### src/rtl/sparse_mac_operand_streamer.sv
// Sparse MAC operand streamer: expands compressed transfer blocks of a
// compression window, keeps only the positions present in both the input
// bitmask and the mutual mask, and repacks the kept clusters into dense
// TRANSFER_SIZE-wide beats for the MAC. A short residual is carried across
// windows and flushed (with out_last) when a window marked last completes.
//
// Ports:
//   clock, resetn                      clock / async active-low reset
//   win_valid/win_ready                window descriptor handshake
//   win_bitmask, win_mutual, win_last  window descriptor payload
//   in_valid/in_ready/in_data          compressed transfer blocks (lane 0 in LSBs)
//   out_valid/out_ready/out_data       dense operand beats
//   out_count, out_last                valid lanes in beat / final beat of a group
module sparse_mac_operand_streamer #(
  parameter int unsigned TRANSFER_SIZE           = 2,
  parameter int unsigned CLUSTER_BITWIDTH        = 16,
  parameter int unsigned COMPRESSION_WINDOW_SIZE = 8
) (
  input  logic                                        clock,
  input  logic                                        resetn,
  input  logic                                        win_valid,
  output logic                                        win_ready,
  input  logic [COMPRESSION_WINDOW_SIZE-1:0]          win_bitmask,
  input  logic [COMPRESSION_WINDOW_SIZE-1:0]          win_mutual,
  input  logic                                        win_last,
  input  logic                                        in_valid,
  output logic                                        in_ready,
  input  logic [CLUSTER_BITWIDTH*TRANSFER_SIZE-1:0]   in_data,
  output logic                                        out_valid,
  input  logic                                        out_ready,
  output logic [CLUSTER_BITWIDTH*TRANSFER_SIZE-1:0]   out_data,
  output logic [$clog2(TRANSFER_SIZE+1)-1:0]          out_count,
  output logic                                        out_last
);

  localparam int unsigned TS     = TRANSFER_SIZE;
  localparam int unsigned CB     = CLUSTER_BITWIDTH;
  localparam int unsigned CW     = COMPRESSION_WINDOW_SIZE;
  localparam int unsigned CNT_W  = $clog2(TS + 1);
  localparam int unsigned PC_W   = $clog2(CW + 1);
  localparam int unsigned BASE_W = $clog2(CW + TS + 1);
  localparam int unsigned IDX_W  = $clog2(2 * TS);

  typedef enum logic [1:0] {S_IDLE, S_STREAM, S_FLUSH} state_t;

  state_t                     r_state;
  logic                       r_armed;
  logic [CW-1:0]              r_mask;
  logic [CW-1:0]              r_mut;
  logic                       r_last;
  logic [PC_W-1:0]            r_pop;
  logic [BASE_W-1:0]          r_base;
  logic [TS-1:0][CB-1:0]      r_carry;
  logic [CNT_W-1:0]           r_res;
  logic                       r_out_valid;
  logic [TS-1:0][CB-1:0]      r_out_data;
  logic [CNT_W-1:0]           r_out_count;
  logic                       r_out_last;

  logic [PC_W-1:0]            w_pop;
  logic [TS-1:0]              w_keep;
  logic [2*TS-1:0][CB-1:0]    w_comb;
  logic [IDX_W-1:0]           w_total;
  logic                       w_full;
  logic                       w_out_free;
  logic                       w_in_fire;
  logic                       w_last_blk;

  assign win_ready  = r_armed && (r_state == S_IDLE);
  assign w_out_free = !r_out_valid || out_ready;
  assign in_ready   = (r_state == S_STREAM) && w_out_free;
  assign w_in_fire  = in_valid && in_ready;
  assign w_full     = (w_total >= IDX_W'(TS));
  assign w_last_blk = (r_base + BASE_W'(TS)) >= BASE_W'(r_pop);

  assign out_valid = r_out_valid;
  assign out_data  = r_out_data;
  assign out_count = r_out_count;
  assign out_last  = r_out_last;

  // Number of present positions in the offered window.
  always_comb begin
    w_pop = '0;
    for (int p = 0; p < CW; p++) w_pop = w_pop + PC_W'(win_bitmask[p]);
  end

  // Lane j of the current block is the (base+j)-th set bitmask position;
  // it is kept only if that position is also in the mutual mask.
  always_comb begin : keep_lanes
    logic [PC_W-1:0] v_rank;
    w_keep = '0;
    v_rank = '0;
    for (int p = 0; p < CW; p++) begin
      if (r_mask[p]) begin
        for (int j = 0; j < TS; j++) begin
          if (r_mut[p] && (BASE_W'(v_rank) == r_base + BASE_W'(j))) w_keep[j] = 1'b1;
        end
        v_rank = v_rank + PC_W'(1);
      end
    end
  end

  // Residual followed by kept lanes, oldest in slot 0; unused slots stay zero.
  always_comb begin : pack_lanes
    w_comb  = '0;
    w_total = IDX_W'(r_res);
    for (int j = 0; j < TS; j++) begin
      if (CNT_W'(j) < r_res) w_comb[j] = r_carry[j];
    end
    for (int j = 0; j < TS; j++) begin
      if (w_keep[j]) begin
        w_comb[w_total] = in_data[j*CB +: CB];
        w_total         = w_total + IDX_W'(1);
      end
    end
  end

  // Control FSM, carry buffer and output beat register.
  always_ff @(posedge clock or negedge resetn) begin
    if (!resetn) begin
      r_state     <= S_IDLE;
      r_armed     <= 1'b0;
      r_mask      <= '0;
      r_mut       <= '0;
      r_last      <= 1'b0;
      r_pop       <= '0;
      r_base      <= '0;
      r_carry     <= '0;
      r_res       <= '0;
      r_out_valid <= 1'b0;
      r_out_data  <= '0;
      r_out_count <= '0;
      r_out_last  <= 1'b0;
    end else begin
      r_armed <= 1'b1;
      if (r_out_valid && out_ready) r_out_valid <= 1'b0;
      case (r_state)
        S_IDLE: begin
          if (win_ready && win_valid) begin
            r_mask <= win_bitmask;
            r_mut  <= win_mutual;
            r_last <= win_last;
            r_pop  <= w_pop;
            r_base <= '0;
            if (w_pop != '0)   r_state <= S_STREAM;
            else if (win_last) r_state <= S_FLUSH;
          end
        end
        S_STREAM: begin
          if (w_in_fire) begin
            if (w_full) begin
              r_out_valid <= 1'b1;
              r_out_data  <= w_comb[TS-1:0];
              r_out_count <= CNT_W'(TS);
              r_out_last  <= 1'b0;
              r_carry     <= w_comb[2*TS-1:TS];
              r_res       <= CNT_W'(w_total - IDX_W'(TS));
            end else begin
              r_carry <= w_comb[TS-1:0];
              r_res   <= CNT_W'(w_total);
            end
            r_base <= r_base + BASE_W'(TS);
            if (w_last_blk) r_state <= r_last ? S_FLUSH : S_IDLE;
          end
        end
        S_FLUSH: begin
          // Carry slots at or above r_res are always zero, so load as-is.
          if (w_out_free) begin
            r_out_valid <= 1'b1;
            r_out_data  <= r_carry;
            r_out_count <= r_res;
            r_out_last  <= 1'b1;
            r_carry     <= '0;
            r_res       <= '0;
            r_state     <= S_IDLE;
          end
        end
        default: r_state <= S_IDLE;
      endcase
    end
  end

endmodule

### config.mk
export PLATFORM = sky130hd
export DESIGN_NAME = sparse_mac_operand_streamer
export DESIGN_NICKNAME = d
export VERILOG_FILES = /design/src/rtl/sparse_mac_operand_streamer.sv
export SDC_FILE = /design/constraint.sdc
export NUM_CORES = 1
export LEC_CHECK = 0
export CORE_MARGIN = 5
export CORE_UTILIZATION = 52
export CTS_CLUSTER_SIZE = 24
export DETAILED_ROUTE_END_ITERATION = 8
export PLACE_DENSITY = 0.76
export SLEW_MARGIN = 40
export SYNTH_ARGS = -nofsm -noshare
export SYNTH_HDL_FRONTEND = slang
export SYNTH_SLANG_ARGS = --single-unit
export TNS_END_PERCENT = 1
### constraint.sdc
create_clock -name clock -period 6.6 [get_ports clock]
set_clock_uncertainty 0.2 [all_clocks]
set_input_delay 1.32 -clock clock [delete_from_list [all_inputs] [get_ports clock]]
set_output_delay 1.32 -clock clock [all_outputs]
set_load 0.01 [all_outputs]
==> impl_results.md, run 1 <==
* Post-synth top area cell: dfrtp_1
* Post-Synthesis Net Count at 818
* Number of enable-type register cells in the synthesized netlist at 0
* Delay of the slowest critical-path stage at 0.43 ns
* GP Congestion at 0.907
* DRT Pass-1 Iters at 6
* Placement Rows at 42
* Total of buffers placed on input and output ports at 91
* Combined area of all synthesized cells at 0.00700 mm^2
* Aggregate global-route resource usage at 24.2%
* TritonCTS clock tree: done
* Top-level I/O count at 92
* Standard cell with the maximum stage delay on the critical path: o311a_1
* Core area at 0.0132 mm^2
* Congestion Overflow GR at 0
* Maximum number of pins on one net before global-route repair at 72
* Horizontal extent of the die at 126 um
* Leading cell types in the layout, fill and taps excluded: dfrtp_1, clkdlybuf4s50_1, nand2_1, nor2_1, inv_1
* Share of flip-flops with an asynchronous set or reset after synthesis at 100%
* Top post-synthesis cells by area: dfrtp_1, mux2_2, a32o_1, ha_1, nand2_1
* Startpoint type of the worst setup path: register
* Drt first-iter violations at 853
* Net count reported at finish at 876
* Share of cells above drive strength 1 at 13.0%
* # DRC at 0
* Clock latency reported for the late side of the worst-skew pair at 0.35 ns
* CP bufs+invs at 5
* Number of buffers inserted during clock tree synthesis at 9
* Largest delay contributor family on the critical path: adder cells
* Final hold violation count at 0
* Endpoint required time on the critical path at 6.63 ns
* Number of distinct library cells after synthesis at 73
* Area post-placement at 0.00794 mm^2
* Post-synthesis instance total at 736
* Buffer depth of the longest clock path at 2
* Final min period at 6.17 ns
* Crit Path Class: register to register
* Worst path arrival time at 6.21 ns
* Post-route cell area at 0.00833 mm^2
* Placed wire-length estimate at 13300 um
* Antenna Cells at 0
* Routed length per placed instance at 19.9 um
* Prevailing post-synth register cell: dfrtp_1
* Flip-flop and latch count after synthesis at 97
* Reg clk slew, reported paths at 0.07 ns
* Peak Freq at 162 MHz
* Number of slew-limit violations in the final report at 0
* Initial Util at 52.9%
* First-pass GRT wire length at 32100 um
* Yosys top cell area share at 34.7%
* Outcome: finished clean
* Vias in the first global route at 6291
* Via density at 6.53
* Worst slew pin tran at 0.838 ns
* Total die area at 0.0159 mm^2
* Average footprint of a synthesized cell at 9.51 um^2
* Crit Path Max Fanout at 16
* Path class of the lowest-slack min-delay path: register to register
* Clock tree sinks at 97
* Crit. End Element: register
* Headroom to the max-slew limit at 44.1%
* Number of antenna violations at the first check in global routing at 0
* RSZ-0062 raised after global routing: no
* CTS Root Buffer Type: clkbuf_16
* Most common library cell in the layout ignoring fill and taps: dfrtp_1
* Detailed Route WL at 19400 um
* Period utilization at 93.5%
* Setup violators final at 0
* H-tree depth at 3
* Part of the Yosys area used for sequential elements at 34.7%
* Number of vias in the routed layout at 6364
* Final antenna-violating net count at 0
* Number of fillers in the final layout at 1102
* Maximum Capacitance Violations at 0
* Area added between synthesis and finish at 19.0%
* Die Ht at 126 um
* Yosys warning total at 0
==> state kept, by name, summed over array words and instances (netlist names) <==
name	flops
out_data	32
r_carry	32
r_mask	8
r_mut	8
r_pop	4
r_base	3
out_count	2
r_res	2
r_state	2
out_last	1
out_valid	1
r_armed	1
r_last	1
==> cell usage after synthesis, drive strengths merged (20+ instances only) <==
cell type,count
inv,34
nor2,46
mux2,50
nand2,76
o21ai,56
dfrtp,97
ha,24
a32o,33
o31ai,34
buf,25
and3,20
a21oi,29
clkbuf,34
==> metrics by stage <==
step                      util [%]  setup WS (ns)  setup TNS (ns)  instances  hold slack, ns
after floorplan                  -          0.708               0        736           0.242
after global placement        59.9          0.227               0        957           0.257
after detailed placement      60.0         -0.181           -2.67        957           0.275
after CTS                     62.3         0.0997               0        972           0.288
after global routing          62.9         0.0516               0        974           0.302
final                         62.9          0.428               0        974           0.286
==> metal layers <==
metal / part of all wire (%) / GRT usage, %
met5: 0 / 0
met4: 1.8 / 8.52
met1: 42 / 31.9
met2: 48 / 39.9
met3: 8.7 / 4.78
==> final cells by class <==
type / count / area [um^2] / share of cell area [%]
Multi-Input combinational cell: 545 / 4210 / 50.5
Sequential cell: 97 / 2430 / 29.1
Timing Repair Buffer: 106 / 1050 / 12.6
Clock buffer: 10 / 239 / 2.87
Tap cell: 176 / 220 / 2.64
Inverter: 35 / 131 / 1.58
Clock inverter: 5 / 61.3 / 0.736
==> tightest hold or removal path: cells and delay by family (launching register included) <==
family           cells  cell delay [ns]
AND/OR/NAND/NOR      1             0.05
AO/OA/AOI/OAI        1             0.06
flip-flops           1             0.34
==> repair_timing <==
action | 4_1_cts | 5_1_grt
endpoints found under the setup margin | 16 | 67
setup buffers | 0 | 2
hold buffers | 0 | 0
resized for setup | 1 | 11
pin swaps | 0 | 1
==> worst paths after layout <==
kind / startpoint / endpoint / slack (ns) / cells after the start
max: r_mask[0]$_DFFE_PN0P_ / out_data[3]$_DFFE_PN0P_ / 0.43 / 26
min: r_mask[7]$_DFFE_PN0P_ / r_mask[7]$_DFFE_PN0P_ / 0.29 / 2
max reg2reg: r_mask[0]$_DFFE_PN0P_ / out_data[3]$_DFFE_PN0P_ / 0.43 / 26
min reg2reg: r_mask[7]$_DFFE_PN0P_ / r_mask[7]$_DFFE_PN0P_ / 0.29 / 2
max in group asynchronous: resetn / r_carry[25]$_DFFE_PN0P_ / 4.52 / 2
min in group asynchronous: resetn / out_data[17]$_DFFE_PN0P_ / 0.69 / 1
==> cell families after synthesis <==
logic type | share of synthesized area [%]
and+or+nand+nor | 13.2
muxes | 8.92
xor gates and xnor gates | 4.16
DFF | 34.7
buffers and inverters | 6.54
other | 0.0535
AOI/OAI and AO/OA | 27.1
adders and majority gates | 5.43
Power of run 1 is left out: the tool's default activity adds up to more than one toggle a clock period on the data nets, which glitch-free logic cannot reach.
==> inputs of run 2 (changes only) <==
--- a/config.mk
+++ b/config.mk
@@ -5,12 +5,13 @@
 export SDC_FILE = /design/constraint.sdc
 export NUM_CORES = 1
 export LEC_CHECK = 0
+export ABC_AREA = 1
 export CORE_MARGIN = 5
 export CORE_UTILIZATION = 52
 export CTS_CLUSTER_SIZE = 24
 export DETAILED_ROUTE_END_ITERATION = 8
-export PLACE_DENSITY = 0.76
-export SLEW_MARGIN = 40
+export PLACE_DENSITY = 0.75
+export SLEW_MARGIN = 10
 export SYNTH_ARGS = -nofsm -noshare
 export SYNTH_HDL_FRONTEND = slang
 export SYNTH_SLANG_ARGS = --single-unit
==> run 2 against run 1 <==
  * Die area up 11%
  * Count of clock-buffer cells in the layout is 1 lower
  * Non-clock buffer count is 3 higher
  * Global-route usage is 2.4 points higher
==> impl_results.md, run 2 <==
* Outcome: finished clean
* Vias in the first global route at 7804
* Leading cell types in the layout, fill and taps excluded: nand2_1, nand3_1, dfrtp_1, inv_1, clkdlybuf4s50_1
* Endpoint required time on the critical path at 6.65 ns
* Clock tree sinks at 97
* Detailed Route WL at 23400 um
* Setup ws final at 0.547 ns
* RSZ-0062 raised after global routing: no
* Setup TNS at 0 ns
* Final min period at 6.05 ns
* Share of cells above drive strength 1 at 5.76%
* Placed wire-length estimate at 15900 um
* Top post-synthesis cells by area: nand2_1, dfrtp_1, nand3_1, inv_1, ha_1
* Combined area of all synthesized cells at 0.00785 mm^2
* Delay of the slowest critical-path stage at 0.49 ns
* Peak Freq at 165 MHz
* Worst path arrival time at 6.10 ns
* Initial Util at 52.4%
* Average footprint of a synthesized cell at 6.06 um^2
* H-tree depth at 3
* Drt first-iter violations at 898
* Share of flip-flops with an asynchronous set or reset after synthesis at 100%
* Yosys top cell area share at 31.2%
* Reg clk slew, reported paths at 0.07 ns
* FF-to-FF End: r_carry[8]$_DFFE_PN0P_
* Flip-flop and latch count after synthesis at 97
* Congestion Overflow GR at 0
* Net count reported at finish at 1431
* Worst reg2reg startpoint: r_mask[0]$_DFFE_PN0P_
* Crit Path Class: register to register
* Post-synth top area cell: nand2_1
* Number of distinct library cells after synthesis at 36
* Worst setup slack before clock tree synthesis at 0.506 ns
* Antenna Cells at 0
* Top-count cell post-synth: nand2_1
* Die Ht at 133 um
* Crit Path Max Fanout at 18
* Routed length per placed instance at 15.2 um
* Total of buffers placed on input and output ports at 91
* Clock latency reported for the late side of the worst-skew pair at 0.36 ns
* Top cells by instance count after synthesis: nand2_1, nand3_1, dfrtp_1
* Path class of the lowest-slack min-delay path: register to register
* Maximum number of pins on one net before global-route repair at 74
* GP Congestion at 0.916
* Min-Delay Endpoint: out_data[31]$_DFFE_PN0P_
* Final antenna-violating net count at 0
* Final hold violation count at 0
* Number of slew-limit violations in the final report at 0
* Buffer depth of the longest clock path at 2
* Post-synthesis instance total at 1295
* Part of the Yosys area used for sequential elements at 30.9%
* Setup violators final at 0
* Headroom to the max-slew limit at 28.3%
* Number of cells on the worst reg-to-reg path at 33
* Number of enable-type register cells in the synthesized netlist at 0
* DRT Pass-1 Iters at 6
* Post-Synthesis Net Count at 1377
* R2R setup slack at 0.55 ns
* Final cell utilization of the core at 61.2%
* Maximum Capacitance Violations at 0
* TritonCTS clock tree: done
* Standard cell with the maximum stage delay on the critical path: nand2_1
* Yosys warning total at 0
* Worst slew pin tran at 1.07 ns
* Filler-free cell count of the finished design at 1542
* Min-Delay Path Depth at 2
* Prevailing post-synth register cell: dfrtp_1
* Aggregate global-route resource usage at 26.6%
* First-pass GRT wire length at 38600 um
* Most common library cell in the layout ignoring fill and taps: nand2_1
* Number of vias in the routed layout at 8444
* Area added between synthesis and finish at 16.7%
* # DRC at 0
* Number of cells after detailed placement at 1526
* Core area at 0.0150 mm^2
* Placement Rows at 45
* Crit. End Element: register
* Setup fix buffers added after clock tree synthesis at 0
* Total die area at 0.0177 mm^2
* CTS Root Buffer Type: clkbuf_16
* Hold Startpoint: out_data[31]$_DFFE_PN0P_
* Number of antenna violations at the first check in global routing at 0
* Startpoint type of the worst setup path: register
* Dominant cell type by count on the critical path: nand2_1
* Period utilization at 91.7%
* Top-level I/O count at 92
* Via density at 5.48
* Number of buffers inserted during clock tree synthesis at 9
* Horizontal extent of the die at 133 um
* Number of fillers in the final layout at 1469
[run 2: changes by cell type after synthesis, sizes merged, moves of 20 or more]
cell and delta:
and3 -20, nand2 +591, a32o -33, inv +68, nand3 +187, mux2 -42
o31ai -34
[run 2: critical path: cells and delay by family (launching register included)]
family / cells / cell delay [ns]
simple gates: 21 / 2.91
fa+ha+maj: 6 / 1.63
buf+inv: 6 / 0.77
flops: 1 / 0.41
[run 2: cells by family (layout without fill, tap and decap cells)]
kind of cell | Yosys count | after routing | synth area share (%)
xor+xnor | 5 | 5 | 0.654
mux | 8 | 8 | 1.15
fa+ha+maj | 28 | 28 | 4.84
compound gates | 71 | 71 | 4.84
other cells | 1 | 1 | 0.0478
buf+inv | 168 | 227 | 9.04
simple gates | 917 | 917 | 48.5
flops | 97 | 97 | 30.9
[run 2: metal layers]
metal / up-vias / part of all wire [%] / track usage (%)
met1: 3849 / 42 / 34.4
li1: 4156 / - / -
met3: 60 / 7.5 / 3.76
met5: - / 0 / 0
met4: 0 / 3.8 / 12.0
met2: 379 / 47 / 44.4
[run 2: timing repair]
item / CTS / global route
gates resized for setup: 0 / 1
hold buffers: 0 / 0
setup endpoints to repair: 0 / 8
[run 2: per-stage QoR]
stage / cell area (um^2) / hold slack, ns
4_1_cts: 9160 / 0.284
5_1_grt: 9160 / 0.297
6_report: 9160 / 0.276
3_3_place_gp: 8820 / 0.262
2_1_floorplan: 7850 / 0.253
3_5_place_dp: 8820 / 0.264
[run 2: worst max path at each step]
stage / slack, ns / to / depth (start not counted) / startpoint
floorplan: 1.16 / r_carry[15]$_DFFE_PN0P_ / 33 / r_mask[0]$_DFFE_PN0P_
global placement: 0.68 / r_carry[21]$_DFFE_PN0P_ / 33 / r_mask[0]$_DFFE_PN0P_
detailed placement: 0.51 / r_carry[18]$_DFFE_PN0P_ / 33 / r_mask[0]$_DFFE_PN0P_
CTS: 0.49 / r_carry[18]$_DFFE_PN0P_ / 33 / r_mask[0]$_DFFE_PN0P_
global route: 0.10 / out_data[27]$_DFFE_PN0P_ / 34 / r_mask[0]$_DFFE_PN0P_
finish: 0.55 / r_carry[8]$_DFFE_PN0P_ / 33 / r_mask[0]$_DFFE_PN0P_
[run 2: area by class of cell]
| cell class | instances | area [um^2] | share of cell area, % |
|---|---|---|---|
| Timing Repair Buffer | 109 | 1060 | 11.5 |
| Sequential cell | 97 | 2430 | 26.5 |
| Clock inverter | 7 | 119 | 1.30 |
| Tap cell | 188 | 235 | 2.57 |
| Inverter | 102 | 383 | 4.18 |
| Clock buffer | 9 | 225 | 2.46 |
| Multi-Input combinational cell | 1030 | 4720 | 51.5 |
Power of run 2 is left out for the same reason.
==> inputs of run 3 (changes only) <==
==> constraint.sdc (replaced) <==
create_clock -name clock -period 6.6 [get_ports clock]
set_clock_uncertainty 0.2 [all_clocks]
set_input_delay 1.32 -clock clock [delete_from_list [all_inputs] [get_ports clock]]
set_output_delay 1.32 -clock clock [all_outputs]
set_load 0.1 [all_outputs]
==> results of run 3 <==
The final DEF is identical to that of run 2; final timing and power are the same.
Power of run 3 is left out for the same reason.
